$ cat src/rtl/lsu_pkg.sv
// Shared encodings for the load/store unit: access sizes, FSM states and
// the alignment rule used to accept or reject a memory-stage access.
package lsu_pkg;

    localparam logic [1:0] SZ_B = 2'd0;
    localparam logic [1:0] SZ_H = 2'd1;
    localparam logic [1:0] SZ_W = 2'd2;
    localparam logic [1:0] SZ_D = 2'd3;

    typedef enum logic [1:0] {
        IDLE = 2'd0,
        REQ  = 2'd1,
        WAIT = 2'd2
    } lsu_state_e;

    // An access is aligned when the address is a multiple of its size.
    // Double accesses exist only on a 64-bit data path.
    function automatic logic lsu_is_aligned(
        input logic [2:0] addr_lo,
        input logic [1:0] size,
        input logic       has_double
    );
        logic ok;
        case (size)
            SZ_B:    ok = 1'b1;
            SZ_H:    ok = (addr_lo[0] == 1'b0);
            SZ_W:    ok = (addr_lo[1:0] == 2'b00);
            SZ_D:    ok = has_double & (addr_lo == 3'b000);
            default: ok = 1'b0;
        endcase
        return ok;
    endfunction

endpackage

$ cat src/rtl/lsu_align.sv
// Byte-lane steering for the LSU: store data shift and byte enables on the
// request side, load shift and sign/zero extension on the response side.
module lsu_align #(
    parameter  int XLEN = 32,
    localparam int NB   = XLEN / 8,
    localparam int OFFW = $clog2(XLEN / 8)
) (
    input  logic [OFFW-1:0] st_off,
    input  logic [1:0]      st_size,
    input  logic [XLEN-1:0] st_data,
    output logic [XLEN-1:0] st_wdata,
    output logic [NB-1:0]   st_be,
    input  logic [OFFW-1:0] ld_off,
    input  logic [1:0]      ld_size,
    input  logic            ld_unsigned,
    input  logic [XLEN-1:0] ld_rdata,
    output logic [XLEN-1:0] ld_data
);
    import lsu_pkg::*;

    logic [NB-1:0]   mask_s;
    logic [XLEN-1:0] shifted_s;
    logic [XLEN-1:0] keep_s;
    logic            sign_s;
    logic            fill_s;

    // Store side: size mask placed at the byte offset, data moved to its lanes.
    always_comb begin
        mask_s = '0;
        case (st_size)
            SZ_B:    mask_s = NB'(4'd1);
            SZ_H:    mask_s = NB'(4'd3);
            SZ_W:    mask_s = NB'(4'd15);
            SZ_D:    mask_s = {NB{1'b1}};
            default: mask_s = '0;
        endcase
        st_be    = mask_s << st_off;
        st_wdata = st_data << {st_off, 3'b000};
    end

    // Load side: bring the addressed lanes down, keep the access width and
    // fill the upper bits with the sign bit unless zero-extension is asked.
    // A full-width access keeps every bit, so extension has no effect there.
    always_comb begin
        shifted_s = ld_rdata >> {ld_off, 3'b000};
        keep_s    = '0;
        sign_s    = 1'b0;
        case (ld_size)
            SZ_B: begin
                keep_s = XLEN'(8'hFF);
                sign_s = shifted_s[7];
            end
            SZ_H: begin
                keep_s = XLEN'(16'hFFFF);
                sign_s = shifted_s[15];
            end
            SZ_W: begin
                keep_s = XLEN'(32'hFFFF_FFFF);
                sign_s = shifted_s[31];
            end
            SZ_D: begin
                keep_s = {XLEN{1'b1}};
                sign_s = shifted_s[XLEN-1];
            end
            default: begin
                keep_s = '0;
                sign_s = 1'b0;
            end
        endcase
        fill_s  = sign_s & ~ld_unsigned;
        ld_data = (shifted_s & keep_s) | ({XLEN{fill_s}} & ~keep_s);
    end

endmodule

$ cat src/rtl/lsu_pipe.sv
// Memory-stage load/store unit: one outstanding bus access at a time,
// stalls the pipeline while busy, flags misaligned or illegal accesses.
module lsu_pipe #(
    parameter  int XLEN = 32,
    localparam int NB   = XLEN / 8,
    localparam int OFFW = $clog2(XLEN / 8)
) (
    input  logic            clk,
    input  logic            reset,
    input  logic            ValidM,
    input  logic            MemReadM,
    input  logic            MemWriteM,
    input  logic [1:0]      SizeM,
    input  logic            UnsignedM,
    input  logic [XLEN-1:0] AddrM,
    input  logic [XLEN-1:0] StoreDataM,
    output logic            StallMem,
    output logic            DoneM,
    output logic [XLEN-1:0] LoadDataM,
    output logic            MisalignM,
    output logic            BusReqValid,
    input  logic            BusReqReady,
    output logic            BusWrite,
    output logic [XLEN-1:0] BusAddr,
    output logic [XLEN-1:0] BusWData,
    output logic [NB-1:0]   BusByteEn,
    input  logic            BusRspValid,
    input  logic [XLEN-1:0] BusRData
);
    import lsu_pkg::*;

    lsu_state_e      state_q, state_d;
    logic [XLEN-1:0] bus_addr_q, bus_addr_d;
    logic [XLEN-1:0] bus_wdata_q, bus_wdata_d;
    logic [NB-1:0]   bus_be_q, bus_be_d;
    logic            write_q, write_d;
    logic [1:0]      size_q, size_d;
    logic            unsigned_q, unsigned_d;
    logic [OFFW-1:0] off_q, off_d;
    logic            done_q, done_d;
    logic            misalign_q, misalign_d;
    logic [XLEN-1:0] ldata_q, ldata_d;

    logic            op_s;
    logic            aligned_s;
    logic            stall_s;
    logic [XLEN-1:0] st_wdata_s;
    logic [NB-1:0]   st_be_s;
    logic [XLEN-1:0] ld_data_s;

    assign op_s      = ValidM & (MemReadM | MemWriteM);
    assign aligned_s = lsu_is_aligned(AddrM[2:0], SizeM, (XLEN == 64));

    // Store lanes come from the live request; load extension uses the
    // offset, size and sign captured when the access was accepted.
    lsu_align #(
        .XLEN(XLEN)
    ) u_align (
        .st_off      (AddrM[OFFW-1:0]),
        .st_size     (SizeM),
        .st_data     (StoreDataM),
        .st_wdata    (st_wdata_s),
        .st_be       (st_be_s),
        .ld_off      (off_q),
        .ld_size     (size_q),
        .ld_unsigned (unsigned_q),
        .ld_rdata    (BusRData),
        .ld_data     (ld_data_s)
    );

    // Next-state, payload capture, completion pulses and pipeline stall.
    always_comb begin
        state_d     = state_q;
        bus_addr_d  = bus_addr_q;
        bus_wdata_d = bus_wdata_q;
        bus_be_d    = bus_be_q;
        write_d     = write_q;
        size_d      = size_q;
        unsigned_d  = unsigned_q;
        off_d       = off_q;
        ldata_d     = ldata_q;
        done_d      = 1'b0;
        misalign_d  = 1'b0;
        stall_s     = 1'b0;
        case (state_q)
            IDLE: begin
                if (op_s && aligned_s) begin
                    stall_s     = 1'b1;
                    state_d     = REQ;
                    bus_addr_d  = {AddrM[XLEN-1:OFFW], {OFFW{1'b0}}};
                    bus_wdata_d = MemWriteM ? st_wdata_s : '0;
                    bus_be_d    = st_be_s;
                    write_d     = MemWriteM;
                    size_d      = SizeM;
                    unsigned_d  = UnsignedM;
                    off_d       = AddrM[OFFW-1:0];
                end else if (op_s) begin
                    misalign_d  = 1'b1;
                end else begin
                    state_d     = IDLE;
                end
            end
            REQ: begin
                stall_s = ~(write_q & BusReqReady);
                if (BusReqReady) begin
                    if (write_q) begin
                        done_d  = 1'b1;
                        state_d = IDLE;
                    end else begin
                        state_d = WAIT;
                    end
                end else begin
                    state_d = REQ;
                end
            end
            WAIT: begin
                stall_s = ~BusRspValid;
                if (BusRspValid) begin
                    done_d  = 1'b1;
                    ldata_d = ld_data_s;
                    state_d = IDLE;
                end else begin
                    state_d = WAIT;
                end
            end
            default: begin
                state_d = IDLE;
            end
        endcase
    end

    // State and payload registers; reset abandons any access in flight.
    always_ff @(posedge clk or negedge reset) begin
        if (!reset) begin
            state_q     <= IDLE;
            bus_addr_q  <= '0;
            bus_wdata_q <= '0;
            bus_be_q    <= '0;
            write_q     <= 1'b0;
            size_q      <= 2'b00;
            unsigned_q  <= 1'b0;
            off_q       <= '0;
            done_q      <= 1'b0;
            misalign_q  <= 1'b0;
            ldata_q     <= '0;
        end else begin
            state_q     <= state_d;
            bus_addr_q  <= bus_addr_d;
            bus_wdata_q <= bus_wdata_d;
            bus_be_q    <= bus_be_d;
            write_q     <= write_d;
            size_q      <= size_d;
            unsigned_q  <= unsigned_d;
            off_q       <= off_d;
            done_q      <= done_d;
            misalign_q  <= misalign_d;
            ldata_q     <= ldata_d;
        end
    end

    assign StallMem    = stall_s & reset;
    assign DoneM       = done_q;
    assign MisalignM   = misalign_q;
    assign LoadDataM   = ldata_q;
    assign BusReqValid = (state_q == REQ);
    assign BusWrite    = write_q;
    assign BusAddr     = bus_addr_q;
    assign BusWData    = bus_wdata_q;
    assign BusByteEn   = bus_be_q;

endmodule
$ cat config.mk
export PLATFORM = sky130hd
export DESIGN_NAME = lsu_pipe
export DESIGN_NICKNAME = d
export VERILOG_FILES = /design/src/rtl/lsu_pkg.sv /design/src/rtl/lsu_align.sv /design/src/rtl/lsu_pipe.sv
export SDC_FILE = /design/constraint.sdc
export NUM_CORES = 1
export LEC_CHECK = 0
export ABC_CLOCK_PERIOD_IN_PS = 5250
export BUFFER_PORTS_ARGS = -buffer_cell sky130_fd_sc_hd__buf_2
export CORE_MARGIN = 8
export CORE_UTILIZATION = 54
export DETAILED_ROUTE_END_ITERATION = 16
export PLACE_DENSITY_LB_ADDON = 0.05
export SYNTH_ARGS = -nofsm -noshare
export SYNTH_HDL_FRONTEND = slang
export SYNTH_HIERARCHICAL = 1
export SYNTH_SLANG_ARGS = --single-unit
$ cat constraint.sdc
create_clock -name clk -period 5.25 [get_ports clk]
set_input_delay 0.2625 -clock clk [delete_from_list [all_inputs] [get_ports clk]]
set_output_delay 0.2625 -clock clk [all_outputs]
set_load 0.05 [all_outputs]
==> results of run 1 <==
power groups by stage:
stage / logic, mW / clock network [mW] / registers, mW
2_1_floorplan: 1.06 / 0 / 2.62
3_3_place_gp: 2.77 / 0 / 1.49
3_5_place_dp: 2.82 / 0 / 1.51
4_1_cts: 2.82 / 0.528 / 1.49
5_1_grt: 2.94 / 0.554 / 1.55
6_report: 2.79 / 0.514 / 1.49
state kept, by name, indices dropped and copies added (netlist names):
register and count:
BusWData 32, LoadDataM 32, BusAddr 30, BusByteEn 4, off_q 2, size_q 2
state_q 2, BusWrite 1, DoneM 1, MisalignM 1, unsigned_q 1
worst min path at each step:
stage	from	endpoint
after floorplan	reset	BusAddr[10]
after global placement	reset	DoneM
after detailed placement	reset	MisalignM
after CTS	AddrM[2]	BusAddr[2]
after global routing	AddrM[5]	BusAddr[5]
final	AddrM[14]	BusAddr[14]
layer usage:
metal / up-vias / routed length (um)
met5: - / 12
met4: 2 / 332
met3: 28 / 1100
met2: 170 / 7780
met1: 2195 / 6250
li1: 2184 / -
logic make-up after synthesis:
group | after synthesis | share of synthesized area (%)
AO/OA/AOI/OAI | 84 | 9.49
XOR/XNOR | 1 | 0.147
adder cells (fa/ha/maj) | 4 | 0.840
buffers and inverters | 75 | 6.99
flip-flops | 108 | 45.4
multiplexers | 138 | 27.4
other | 1 | 0.0629
AND/OR/NAND/NOR | 118 | 9.68
area by class of cell:
| cell class | count | share of cell area (%) |
|---|---|---|
| inverter | 37 | 1.94 |
| clock buffer | 10 | 1.92 |
| multi-input combinational | 347 | 39.9 |
| tap | 140 | 2.45 |
| timing repair buffer | 213 | 15.2 |
| sequential | 108 | 37.8 |
| clock inverter | 6 | 0.875 |
cells in the final DEF (no fill, tap or decap), drive strengths merged, types with 3 or more instances in the layout:
master | synthesis | final
buf | 26 | 212
dfrtp | 108 | 108
mux2 | 81 | 81
nand2 | 58 | 58
mux2i | 56 | 56
inv | 37 | 41
a21oi | 33 | 33
nor2b | 19 | 19
o211ai | 17 | 17
a211oi | 16 | 16
nor2 | 14 | 14
clkbuf | 12 | 10
o21ai | 10 | 10
and2 | 8 | 8
or2 | 8 | 8
ha | 4 | 4
nor3b | 3 | 3
worst max-delay path: cells and delay by family (launching register included):
family | cells | cell delay, ns
mux | 2 | 0.74
compound gates | 2 | 0.75
flops | 1 | 1.09
stage by stage:
stage                     setup WS, ns  total power, mW  area [um^2]  hold slack (ns)
after CTS                         2.57             4.84         7150           0.0808
final                             2.55             4.79         7150            0.103
after global placement            2.31             4.26         6940            0.217
after global routing              2.42             5.04         7150           0.0802
after detailed placement          2.24             4.32         6940            0.228
after floorplan                   3.08             3.68         5960          -0.0331
Yosys cell counts, types with 9 or more instances:
master    number  share of area [%]
dfrtp_1      108                 45
nand2_1       58                3.7
mux2i_1       56                9.4
mux2_2        44                8.3
inv_1         37                2.3
mux2_4        37                9.3
a21oi_1       33                2.8
nor2b_1       19                2.0
a211oi_1      16                2.0
o211ai_1      16                2.0
nor2_1        13               0.82
clkbuf_1      12               0.76
o21ai_0        9               0.76
==> impl_metrics.csv, run 1 <==
group,metric,value,unit
detailed_routing,dr.pass1.iters,5,
finish,regArea,2700,um^2
global_routing,grt_antenna_before_repair,1,
pwr,p_int,2.27,mW
worst_setup_path,endpoint,"LoadDataM[19]",
worst_setup_path,crit_type,"flop to flop",
floorplan,ios,211,
worst_setup_path,reg2reg_from,"off_q[1]",
sta,final.setup_skew,0.0144,ns
global_routing,grt_pass1_vias,4894,
sta,grt_setup_unrepaired,"false",
pwr,power_frac_clock,10.7,%
cts,tritoncts,"built",
global_routing,grt_overflow,0,
logic_synthesis,synth_warnings,6,
worst_setup_path,crit_path_frequent_cell,"mux2_2",
floorplan,rows,38,
cts,clk_latency,0.38,ns
sta,finalHoldViolCount,0,
global_routing,grtUsageMet3,5.17,%
pwr,power_frac_seq,31.2,%
pwr,leakagePower,3.86,nW
sta,tns,0,ns
placement,globalplace.congestion,0.859,
detailed_routing,ant_nets,0,
pwr,p_sw_share,52.6,%
finish,diodes,0,
worst_setup_path,worst_setup_path_start_kind,"flop",
sta,setup_viol,0,
cts,cts_root_buffer,"clkbuf_8",
finish,area_delta_synth_final,20.0,%
outcome,status,"finished clean",
finish,drive_above_1_share,45.2,%
cts,cts_buffers,9,
finish,multiInputGateArea,2850,um^2
logic_synthesis,yosysUniqueCellTypes,43,
cts,htree_levels,3,
global_routing,met1_usage,24.5,%
cts,holdBufCountCts,1,
detailed_routing,drcViolationCount,0,
floorplan,fp.coreArea,10800,um^2
logic_synthesis,async_flop_share,100,%
worst_setup_path,worst_ep_arrival_time,2.97,ns
global_routing,grt_pass1_wl,24300,um
detailed_routing,drtIter0Drc,271,
floorplan,die_area,14700,um^2
sta,drv_slew,0,
logic_synthesis,ys_ff_latch,108,
placement,dp_cells,844,
finish,fillCellCount,888,
logic_synthesis,synthCells,529,
worst_setup_path,critPathSlowestCell,"dfrtp_1",
global_routing,grt_max_degree,80,
detailed_routing,routed_wl,15500,um
worst_setup_path,worstPathCellList,"mux2_2 -> a32oi_2 -> o211ai_1 -> mux2_2",
cts,ctsLongestPathBuffers,2,
logic_synthesis,netlist_area,5960,um^2
logic_synthesis,yosys_most_used_dff,"dfrtp_1",
worst_setup_path,slowest_delay,1.09,ns
run,maxCapViolCount,0,
finish,layout.cells.non_filler,861,
sta,fin_crit_sh,51.4,%
pwr,p_switching,2.52,mW
worst_setup_path,reg2regPathDepth,4,
pwr,power.density,670,nW/um^2
worst_setup_path,endpoint_kind,"flop",
cts,cts.sinks,108,
cts,ctsResizeCount,0,
detailed_routing,routedWlPerCell,18.0,um
sta,worst_slew_pin_slew,1.21,ns
logic_synthesis,synth_area_per_cell,11.3,um^2
detailed_routing,vias,4579,
worst_setup_path,r2r_end,"LoadDataM[19]",
global_routing,track_usage,20.8,%
min_path,hp-class,"input pin to flop",
finish,fin_util,66.3,%
sta,timing.fmax,0.370,GHz
finish,layout.nets,826,
sta,slew_headroom,19.4,%
cts,clkSlewWorstSetupHoldPaths,0.12,ns
worst_setup_path,regToRegSetupSlack,2.55,ns
pwr,vdd_drop_max,0.528,mV
min_path,hold_depth,2,
placement,io_buffers,208,
worst_setup_path,worstPathRequired,5.52,ns
detailed_routing,viasPerCell,5.32,
global_routing,top_usage_layer,"met2",
placement,place_hpwl,11800,um
worst_setup_path,critPathLaunch,"off_q[1]",
floorplan,die_y,121,um
global_routing,grt.met2_usage,35.6,%
pwr,combPwrFrac,58.1,%
worst_setup_path,path_max_fanout,30,
logic_synthesis,synth-edff-count,0,
logic_synthesis,ys_seq_area_share,45.4,%
sta,min_period,2.70,ns
floorplan,die_x,121,um
cts,cts_setup_buffers,0,
floorplan,start_util,55.2,%
Note: power is estimated with default switching activity, not from simulation.
==> run 2: changes to the inputs <==
--- a/config.mk
+++ b/config.mk
@@ -5,10 +5,10 @@
 export SDC_FILE = /design/constraint.sdc
 export NUM_CORES = 1
 export LEC_CHECK = 0
-export ABC_CLOCK_PERIOD_IN_PS = 5250
+export ABC_CLOCK_PERIOD_IN_PS = 2400
 export BUFFER_PORTS_ARGS = -buffer_cell sky130_fd_sc_hd__buf_2
 export CORE_MARGIN = 8
-export CORE_UTILIZATION = 54
+export CORE_UTILIZATION = 46
 export DETAILED_ROUTE_END_ITERATION = 16
 export PLACE_DENSITY_LB_ADDON = 0.05
 export SYNTH_ARGS = -nofsm -noshare
==> constraint.sdc (replaced) <==
create_clock -name clk -period 2.4 [get_ports clk]
set_input_delay 0.12 -clock clk [delete_from_list [all_inputs] [get_ports clk]]
set_output_delay 0.12 -clock clk [all_outputs]
set_load 0.05 [all_outputs]
==> run 2 against run 1 <==
  * Non-clock buffer count grew 21
  * Final cell count rose by 6.4%
  * Via count rose by 0.57%
  * Flip-flop and latch count is the same
  * Clock skew is 0.0034 ns lower
  * Clock power rose to 3.1 times the previous value
  * Die area increased by 15%
  * Clock-buffer cell count up 1
==> impl_metrics.csv, run 2 (same netlist as run 1, synthesis figures left out) <==
group,metric,value,unit
cts,tritoncts,"built",
min_path,hp-class,"input pin to flop",
finish,fin_util,59.4,%
worst_setup_path,reg2regPathDepth,6,
global_routing,grt_overflow,0,
placement,io_buffers,208,
finish,layout.nets,847,
detailed_routing,routedWlPerCell,17.5,um
global_routing,grt_max_degree,58,
placement,globalplace.congestion,0.839,
cts,clkSlewWorstSetupHoldPaths,0.07,ns
worst_setup_path,crit_type,"flop to output port",
run,maxCapViolCount,0,
sta,fin_crit_sh,85.5,%
finish,layout.cells.non_filler,916,
worst_setup_path,endpoint_kind,"output port",
worst_setup_path,path_delay_family,"compound AO/OA/AOI/OAI gates",
global_routing,met1_usage,26.1,%
cts,cts.sinks,108,
pwr,vdd_drop_max,0.611,mV
sta,min_period,2.05,ns
worst_setup_path,path_buf_inv,2,
finish,drive_above_1_share,45.7,%
sta,timing.final.ws_setup,0.349,ns
detailed_routing,viasPerCell,5.03,
cts,ctsResizeCount,0,
floorplan,ios,211,
finish,fillCellCount,1152,
placement,place_hpwl,12400,um
worst_setup_path,worstPathRequired,2.28,ns
finish,mostFrequentLayoutCell,"buf_2",
pwr,leakagePower,4.01,nW
sta,tns,0,ns
floorplan,fp.coreArea,12600,um^2
worst_setup_path,worstPathCellList,"inv_1 -> ha_1 -> o211a_4 -> o21ai_4 -> a21oi_1 -> buf_2",
sta,setup_viol,0,
worst_setup_path,path_max_fanout,17,
worst_setup_path,worst-path-stages,6,
worst_setup_path,critPathSlowestCell,"dfrtp_1",
global_routing,grt.met2_usage,29.4,%
finish,area_delta_synth_final,25.9,%
worst_setup_path,worst_ep_arrival_time,1.93,ns
detailed_routing,dr.pass1.iters,5,
sta,grt_setup_unrepaired,"false",
detailed_routing,ant_nets,0,
sta,drv_slew,0,
global_routing,grt_antenna_before_repair,1,
cts,cts_buffers,9,
cts,cts_root_buffer,"clkbuf_16",
worst_setup_path,slowest_delay,0.41,ns
sta,finalHoldViolCount,0,
detailed_routing,drtIter0Drc,186,
global_routing,grt_pass1_vias,4810,
detailed_routing,drcViolationCount,0,
floorplan,die_y,130,um
sta,final.setup_skew,0.0110,ns
global_routing,top_usage_layer,"met2",
sta,worst_slew_pin_slew,0.731,ns
outcome,status,"finished clean",
detailed_routing,routed_wl,16100,um
global_routing,grt_pass1_wl,25400,um
cts,holdBufCountCts,6,
floorplan,rows,41,
global_routing,grtUsageMet3,4.24,%
detailed_routing,vias,4605,
sta,timing.fmax,0.488,GHz
worst_setup_path,worst_setup_path_start_kind,"flop",
pwr,totalPowerFinal,11.1,mW
floorplan,start_util,47.2,%
finish,mostFrequentLayoutCells,"buf_2 (207), dfrtp_1 (108), nand2_1 (58)",
cts,cts_setup_buffers,0,
min_path,hold_depth,2,
floorplan,die_area,16900,um^2
sta,slew_headroom,51.3,%
floorplan,die_x,130,um
pwr,power.density,1480,nW/um^2
cts,htree_levels,3,
cts,ctsLongestPathBuffers,2,
global_routing,track_usage,19.0,%
placement,dp_cells,891,
cts,clk_latency,0.34,ns
placement,post-place-ws,0.468,ns
-- run 2: power breakdown --
group / internal [mW] / total, mW / switching (mW)
Sequential: 2.63 / 3.15 / 0.525
Combinational: 1.99 / 6.34 / 4.35
Clock: 0.922 / 1.59 / 0.665
Total: 5.54 / 11.1 / 5.54
-- run 2: area by class of cell --
class,count,area (um^2),area share (%)
diodes,2,5.00,0.0667
clock buffers,11,233,3.10
clock inverters,5,85.1,1.13
inverters,37,139,1.85
multi-input cells,347,2850,38.0
flip-flops and latches,108,2700,36.0
well taps,172,215,2.87
repair buffers,234,1270,16.9
-- run 2: worst register-to-register path: stages (launching register included) --
cell     delay (ns)
dfrtp_1        0.40
inv_1          0.09
ha_1           0.22
o211a_4        0.16
o21ai_4        0.27
buf_4          0.36
mux2_4         0.33
-- run 2: per-layer routing --
metal | vias up | wire (um)
li1 | 2226 | -
met1 | 2215 | 7450
met2 | 152 | 7290
met3 | 12 | 1170
met4 | 0 | 156
met5 | - | 0
-- run 2: path summary, 6_finish.rpt --
| check | from | endpoint | slack (ns) |
|---|---|---|---|
| setup / recovery | state_q[1] | StallMem | 0.35 |
| hold / removal | AddrM[27] | BusAddr[27] | 0.008 |
| setup reg to reg | state_q[0] | BusAddr[29] | 0.45 |
| hold reg to reg | LoadDataM[6] | LoadDataM[6] | 0.50 |
| max in group asynchronous | reset | BusAddr[31] | 1.37 |
| min in group asynchronous | reset | BusWrite | 0.52 |
-- run 2: stage by stage --
step                      hold slack [ns]  cell area [um^2]
after floorplan                    -0.176              5960
final                             0.00801              7500
after detailed placement            0.355              7110
after global placement              0.352              7110
after CTS                        0.000160              7480
after global routing              0.00213              7500
